## config.mk

```make
export PLATFORM = sky130hd
export DESIGN_NAME = i2c_slave_regfile_flat
export DESIGN_NICKNAME = d
export VERILOG_FILES = /design/src/rtl/i2c_slave_regfile_if.sv /design/src/rtl/i2c_slave_regfile.sv /design/src/flat_wrapper.sv
export SDC_FILE = /design/constraint.sdc
export NUM_CORES = 1
export LEC_CHECK = 0
export ABC_AREA = 1
export BUFFER_PORTS_ARGS = -buffer_cell sky130_fd_sc_hd__buf_2
export CAP_MARGIN = 0
export CORE_MARGIN = 2
export CORE_UTILIZATION = 40
export CTS_CLUSTER_DIAMETER = 30
export DETAILED_ROUTE_END_ITERATION = 10
export PLACE_DENSITY_LB_ADDON = 0.12
export SLEW_MARGIN = 20
export SYNTH_ARGS = -nofsm -noshare
export SYNTH_HDL_FRONTEND = slang
export SYNTH_SLANG_ARGS = --single-unit
```

## constraint.sdc

```tcl
create_clock -name clk -period 2.6 [get_ports clk]
set_clock_uncertainty 0.2 [all_clocks]
set_input_delay 0.39 -clock clk [delete_from_list [all_inputs] [get_ports clk]]
set_output_delay 0.39 -clock clk [all_outputs]
set_load 0.02 [all_outputs]
```

## src/rtl/i2c_slave_regfile_if.sv

```systemverilog
// Pad and host-side signals of the I2C register-file target.
// The slave modport is the target's view; master is the SoC/pad/bench side.
interface i2c_slave_regfile_if #(
    parameter int PTR_W = 4
);
    logic             scl_i;
    logic             sda_i;
    logic             sda_oe;
    logic             host_we;
    logic [PTR_W-1:0] host_addr;
    logic [7:0]       host_wdata;
    logic [7:0]       host_rdata;
    logic             wr_strobe;
    logic [PTR_W-1:0] wr_addr;
    logic [7:0]       wr_data;
    logic             busy;

    modport slave (
        input  scl_i, sda_i, host_we, host_addr, host_wdata,
        output sda_oe, host_rdata, wr_strobe, wr_addr, wr_data, busy
    );

    modport master (
        output scl_i, sda_i, host_we, host_addr, host_wdata,
        input  sda_oe, host_rdata, wr_strobe, wr_addr, wr_data, busy
    );
endinterface

```

## src/rtl/i2c_slave_regfile.sv

```systemverilog
// Oversampling I2C target with an auto-incrementing byte register file.
// SCL/SDA are synchronised to clk; every bus event is a one-clk strobe.
module i2c_slave_regfile #(
    parameter logic [6:0] SLAVE_ADDR  = 7'h2A,
    parameter int         DEPTH       = 16,
    parameter int         SYNC_STAGES = 2
) (
    input logic                clk,
    input logic                rst_n,
    i2c_slave_regfile_if.slave bus
);
    localparam int PTR_W = $clog2(DEPTH);

    typedef enum logic [3:0] {
        IDLE, ADDR, ADDR_ACK, PTR, PTR_ACK, WR_DATA, WR_ACK, RD_DATA, RD_ACK, WAIT
    } state_t;

    logic [SYNC_STAGES-1:0] scl_sync, sda_sync;
    logic                   scl_d, sda_d;
    logic                   scl, sda;
    logic                   start_det, stop_det, scl_rise, scl_fall, byte_done;

    state_t           state;
    logic [7:0]       regs [DEPTH];
    logic [7:0]       shift;
    logic [7:0]       rx_byte;
    logic [2:0]       cnt;
    logic [PTR_W-1:0] ptr;
    logic             rw;

    // Synchronisers idle high so a reset never fabricates a START/STOP.
    always_ff @(posedge clk) begin
        if (!rst_n) begin
            scl_sync <= '1;
            sda_sync <= '1;
            scl_d    <= 1'b1;
            sda_d    <= 1'b1;
        end else begin
            scl_sync <= {scl_sync[SYNC_STAGES-2:0], bus.scl_i};
            sda_sync <= {sda_sync[SYNC_STAGES-2:0], bus.sda_i};
            scl_d    <= scl;
            sda_d    <= sda;
        end
    end

    assign scl       = scl_sync[SYNC_STAGES-1];
    assign sda       = sda_sync[SYNC_STAGES-1];
    assign start_det = scl & sda_d & ~sda;
    assign stop_det  = scl & ~sda_d & sda;
    // An SCL edge landing on a START/STOP clk is not a data edge.
    assign scl_rise  = scl & ~scl_d & ~(start_det | stop_det);
    assign scl_fall  = ~scl & scl_d & ~(start_det | stop_det);
    assign byte_done = scl_rise && (cnt == 3'd0);
    assign rx_byte   = {shift[6:0], sda};

    assign bus.host_rdata = regs[bus.host_addr];

    always_ff @(posedge clk) begin
        if (!rst_n) begin
            state         <= IDLE;
            shift         <= 8'h00;
            cnt           <= 3'd7;
            ptr           <= '0;
            rw            <= 1'b0;
            bus.sda_oe    <= 1'b0;
            bus.busy      <= 1'b0;
            bus.wr_strobe <= 1'b0;
            bus.wr_addr   <= '0;
            bus.wr_data   <= 8'h00;
            for (int i = 0; i < DEPTH; i++) regs[i] <= 8'h00;
        end else begin
            bus.wr_strobe <= 1'b0;
            // Host write sits first so a same-clk I2C write to that address wins.
            if (bus.host_we) regs[bus.host_addr] <= bus.host_wdata;

            if (start_det) begin
                state      <= ADDR;
                cnt        <= 3'd7;
                bus.sda_oe <= 1'b0;
            end else if (stop_det) begin
                state      <= IDLE;
                bus.busy   <= 1'b0;
                bus.sda_oe <= 1'b0;
            end else begin
                if (scl_rise) begin
                    shift <= rx_byte;
                    cnt   <= cnt - 3'd1;
                end
                if (scl_fall) bus.sda_oe <= 1'b0;

                case (state)
                    ADDR: begin
                        if (byte_done) begin
                            if (rx_byte[7:1] == SLAVE_ADDR) begin
                                state    <= ADDR_ACK;
                                bus.busy <= 1'b1;
                                rw       <= rx_byte[0];
                            end else begin
                                state    <= IDLE;
                                bus.busy <= 1'b0;
                            end
                        end
                    end
                    ADDR_ACK: begin
                        if (scl_fall) bus.sda_oe <= 1'b1;
                        if (scl_rise) begin
                            cnt <= 3'd7;
                            if (rw) begin
                                state <= RD_DATA;
                                shift <= regs[ptr];
                            end else begin
                                state <= PTR;
                            end
                        end
                    end
                    PTR: begin
                        if (byte_done) begin
                            ptr   <= rx_byte[PTR_W-1:0];
                            state <= PTR_ACK;
                        end
                    end
                    PTR_ACK, WR_ACK: begin
                        if (scl_fall) bus.sda_oe <= 1'b1;
                        if (scl_rise) begin
                            cnt   <= 3'd7;
                            state <= WR_DATA;
                        end
                    end
                    WR_DATA: begin
                        if (byte_done) begin
                            regs[ptr]     <= rx_byte;
                            bus.wr_strobe <= 1'b1;
                            bus.wr_addr   <= ptr;
                            bus.wr_data   <= rx_byte;
                            ptr           <= ptr + 1'b1;
                            state         <= WR_ACK;
                        end
                    end
                    RD_DATA: begin
                        // The ninth fall of the previous slot presents the MSB.
                        if (scl_fall) bus.sda_oe <= ~shift[7];
                        if (byte_done) begin
                            ptr   <= ptr + 1'b1;
                            state <= RD_ACK;
                        end
                    end
                    RD_ACK: begin
                        if (scl_rise) begin
                            cnt <= 3'd7;
                            if (!sda) begin
                                state <= RD_DATA;
                                shift <= regs[ptr];
                            end else begin
                                state <= WAIT;
                            end
                        end
                    end
                    default: ;
                endcase
            end
        end
    end
endmodule
```

## src/flat_wrapper.sv

```systemverilog
// flat-port wrapper written by rule: the top's interface ports become plain ports
module i2c_slave_regfile_flat 
#(
    parameter logic [6:0] SLAVE_ADDR  = 7'h2A,
    parameter int         DEPTH       = 16,
    parameter int         SYNC_STAGES = 2
)
  (clk, rst_n, bus_scl_i, bus_sda_i, bus_host_we, bus_host_addr, bus_host_wdata, bus_sda_oe, bus_host_rdata, bus_wr_strobe, bus_wr_addr, bus_wr_data, bus_busy);
  i2c_slave_regfile_if bus_i ();
  input logic clk;
  input logic rst_n;
  input wire logic [$bits(bus_i.scl_i)-1:0] bus_scl_i;
  input wire logic [$bits(bus_i.sda_i)-1:0] bus_sda_i;
  input wire logic [$bits(bus_i.host_we)-1:0] bus_host_we;
  input wire logic [$bits(bus_i.host_addr)-1:0] bus_host_addr;
  input wire logic [$bits(bus_i.host_wdata)-1:0] bus_host_wdata;
  output wire logic [$bits(bus_i.sda_oe)-1:0] bus_sda_oe;
  output wire logic [$bits(bus_i.host_rdata)-1:0] bus_host_rdata;
  output wire logic [$bits(bus_i.wr_strobe)-1:0] bus_wr_strobe;
  output wire logic [$bits(bus_i.wr_addr)-1:0] bus_wr_addr;
  output wire logic [$bits(bus_i.wr_data)-1:0] bus_wr_data;
  output wire logic [$bits(bus_i.busy)-1:0] bus_busy;
  assign bus_i.scl_i = bus_scl_i;
  assign bus_i.sda_i = bus_sda_i;
  assign bus_i.host_we = bus_host_we;
  assign bus_i.host_addr = bus_host_addr;
  assign bus_i.host_wdata = bus_host_wdata;
  assign bus_sda_oe = bus_i.sda_oe;
  assign bus_host_rdata = bus_i.host_rdata;
  assign bus_wr_strobe = bus_i.wr_strobe;
  assign bus_wr_addr = bus_i.wr_addr;
  assign bus_wr_data = bus_i.wr_data;
  assign bus_busy = bus_i.busy;
  i2c_slave_regfile #(.SLAVE_ADDR(SLAVE_ADDR), .DEPTH(DEPTH), .SYNC_STAGES(SYNC_STAGES)) u_core (.clk(clk), .rst_n(rst_n), .bus(bus_i));
endmodule
```

==> summary.txt <==
flop2flop setup slack -> 0.15 ns
HP Class -> reg2reg
number of global-route vias before repair -> 10000
first-pass iteration count of the detailed router -> 5
sequential fraction of the synthesis area -> 0.434
fraction of layout cells with a size suffix above 1 -> 0.112
FF+latch area -> 4750 µm²
nets -> 1637
Die Wd -> 169 µm
global-route wire length before repair -> 61700 µm
Clock Latency Late Sink -> 0.44 ns
CTS root buf -> clkbuf_16
Post-Synth XOR/XNOR Area -> 0
DRC viols -> 0
crit share post-route -> 0.943
Ports -> 40
Via-to-Cell Ratio -> 5.59
syn_nets -> 1597
post-route setup TNS -> 0 ns
largest net degree at the start of global routing -> 70
GRT Resource Usage Total -> 0.292
Worst Path Required -> 2.50 ns
Slew Limit Fails -> 0
startpoint types -> register
Synth-to-Final Area Change -> 13.1%
initial antenna violation count -> 1
area of the mapped netlist -> 10900 µm²
CTS H-tree depth -> 4
WL per Instance -> 20.9 µm
P per Cell Area -> 526 nW/µm²
Leak -> 5.79 nW
Die Ht -> 169 µm
I/O Buffers -> 39
RSZ-0062 raised after global routing -> no
simple-gate portion of the synthesized area -> 0.382
Antenna Nets Post-Route -> 0
Fin Hold WS -> 0.215 ns
commonest non-fill, non-tap cells in the layout -> nand2_1, nand3_1, nor2_1
final number of hold-violating endpoints -> 0
Setup Crit Path Kind -> reg2reg
Synth Area in Compound Gates -> 0.0877
vias -> 11000
cells after synthesis -> 1573
post-CTS setup buffer count -> 0
DIE AREA -> 28700 µm²
Tightest Pin Transition -> 0.664 ns
# Max-Cap Violations -> 0
Initial Utilization -> 0.407
Yosys reg bits -> 173
count of unique library cells instantiated by Yosys -> 31
DR iter-0 viols -> 1175
min Tclk post-route -> 2.45 ns
Post-Syn Area per Cell -> 6.95 µm²
adder-cell share of the synthesized area -> 0.00801
drt total wl -> 41200 µm
hpwl dp -> 28000 µm
number of CTS-inserted buffers -> 17
Fillers -> 2745
maximum root-to-sink buffer count -> 2
Slew HR -> 0.557
main combinational cell family by area after synthesis -> simple AND/OR/NAND/NOR gates
CTS tree -> yes
core area -> 26900 µm²
ys async rst share -> 0
CP endpoint kind -> register
num rows -> 60
Worst-path clk slew -> 0.07 ns
status -> finished clean
mux share of post-synthesis cell area -> 0
EDFF count, synth -> 128
most common cell after layout, fill and taps aside -> nand2_1
maximum VDD drop -> 0.327 mV
f_max -> 408 MHz
Ys Warns -> 0
Placer Congestion -> 0.908
CP Max Fanout -> 23
ANT cells -> 0
Arr. time, crit path -> 2.35 ns
grt ovf -> 0
CTS sink cnt -> 173
final setup vio count -> 0
Most used DFF post-synth -> edfxtp_1
Multi-input gate area -> 5260 µm²
## cells by family (layout without fill, tap and decap cells)
| kind of cell | after synthesis | count (layout) |
|---|---|---|
| fa+ha+maj | 7 | 7 |
| flops | 173 | 173 |
| buf+inv | 242 | 295 |
| compound gates | 158 | 158 |
| simple gates | 993 | 993 |
## flip-flops by register name, summed over array words and instances (netlist names), 2 cells and up, named ones only
name / count
u_core.bus.wr_addr: 4
u_core.bus.wr_data: 8
u_core.ptr: 4
u_core.regs: 128
u_core.scl_sync: 2
u_core.sda_sync: 2
u_core.shift: 8
u_core.state: 4
## Yosys cell counts, types with 6 or more instances
master    number  area [µm²]
nand3_1      234        1170
dfxtp_1       45         901
o21ai_1       24         120
nand2_1      525        1970
buf_2          9        45.0
edfxtp_1     128        3840
clkbuf_1      66         248
o21ai_0       37         185
inv_1        147         552
nand4_1       11        68.8
a22oi_1       64         480
or2_2          9        56.3
nor2_1       185         694
ha_1           7        87.6
a21oi_1       28         140
nor3_1         6        30.0
nand2_2       11        68.8
## path summary, 6_finish.rpt
kind | from | to | cells after the start
setup / recovery | register | u_core.regs[0][0] | 11
hold / removal | u_core.sda_sync[0] | u_core.sda_sync[1] | 1
setup reg to reg | register | u_core.regs[0][0] | 11
hold reg to reg | u_core.sda_sync[0] | u_core.sda_sync[1] | 1
## where the power goes
| group | internal [mW] | switching, mW | total (mW) | leakage (nW) |
|---|---|---|---|---|
| clock | 1.28 | 1.17 | 2.45 | 0.267 |
| sequential | 3.11 | 0.109 | 3.21 | 1.59 |
| combinational | 0.247 | 0.592 | 0.839 | 3.93 |
| total | 4.64 | 1.87 | 6.51 | 5.79 |
## critical path, stage by stage, from the launching register on
cell and delay, ns:
dfxtp_1 0.31, inv_1 0.07, ha_1 0.15, inv_1 0.04
nor2_1 0.14, nand4_2 0.18, nor2_4 0.15, nand2_4 0.13
nor2_4 0.13, buf_12 0.19, nand2_4 0.10, nand3_1 0.31
## final cells by class
class,count,area share
multi-input combinational,1158,0.425
sequential,173,0.384
timing repair buffer,109,0.0661
inverter,154,0.0469
clock buffer,20,0.0369
tap,341,0.0345
clock inverter,12,0.00698
## what timing repair did
item | CTS | global route
gates resized for setup | 0 | 6
setup endpoints to repair | 0 | 41
hold endpoints to repair | 2 | 0
hold buffers | 2 | 0
## layer usage
metal	GRT usage	up-vias	routed length, µm
met5	0	-	11
met4	0.121	2	1500
met3	0.0543	104	4020
met2	0.464	578	18600
met1	0.393	5091	17100
li1	-	5213	-
## through the flow
step | power, mW | util | setup slack [ns] | cell area (µm²) | std cells
floorplan | 3.74 | - | 0.308 | 10900 | 1573
global placement | 4.09 | 0.438 | 0.100 | 11800 | 1933
detailed placement | 4.09 | 0.438 | 0.0702 | 11800 | 1933
CTS | 6.50 | 0.459 | 0.0462 | 12300 | 1967
global route | 6.73 | 0.460 | 0.00382 | 12400 | 1967
finish | 6.51 | 0.460 | 0.148 | 12400 | 1967
(Power assumes the default switching activity.)
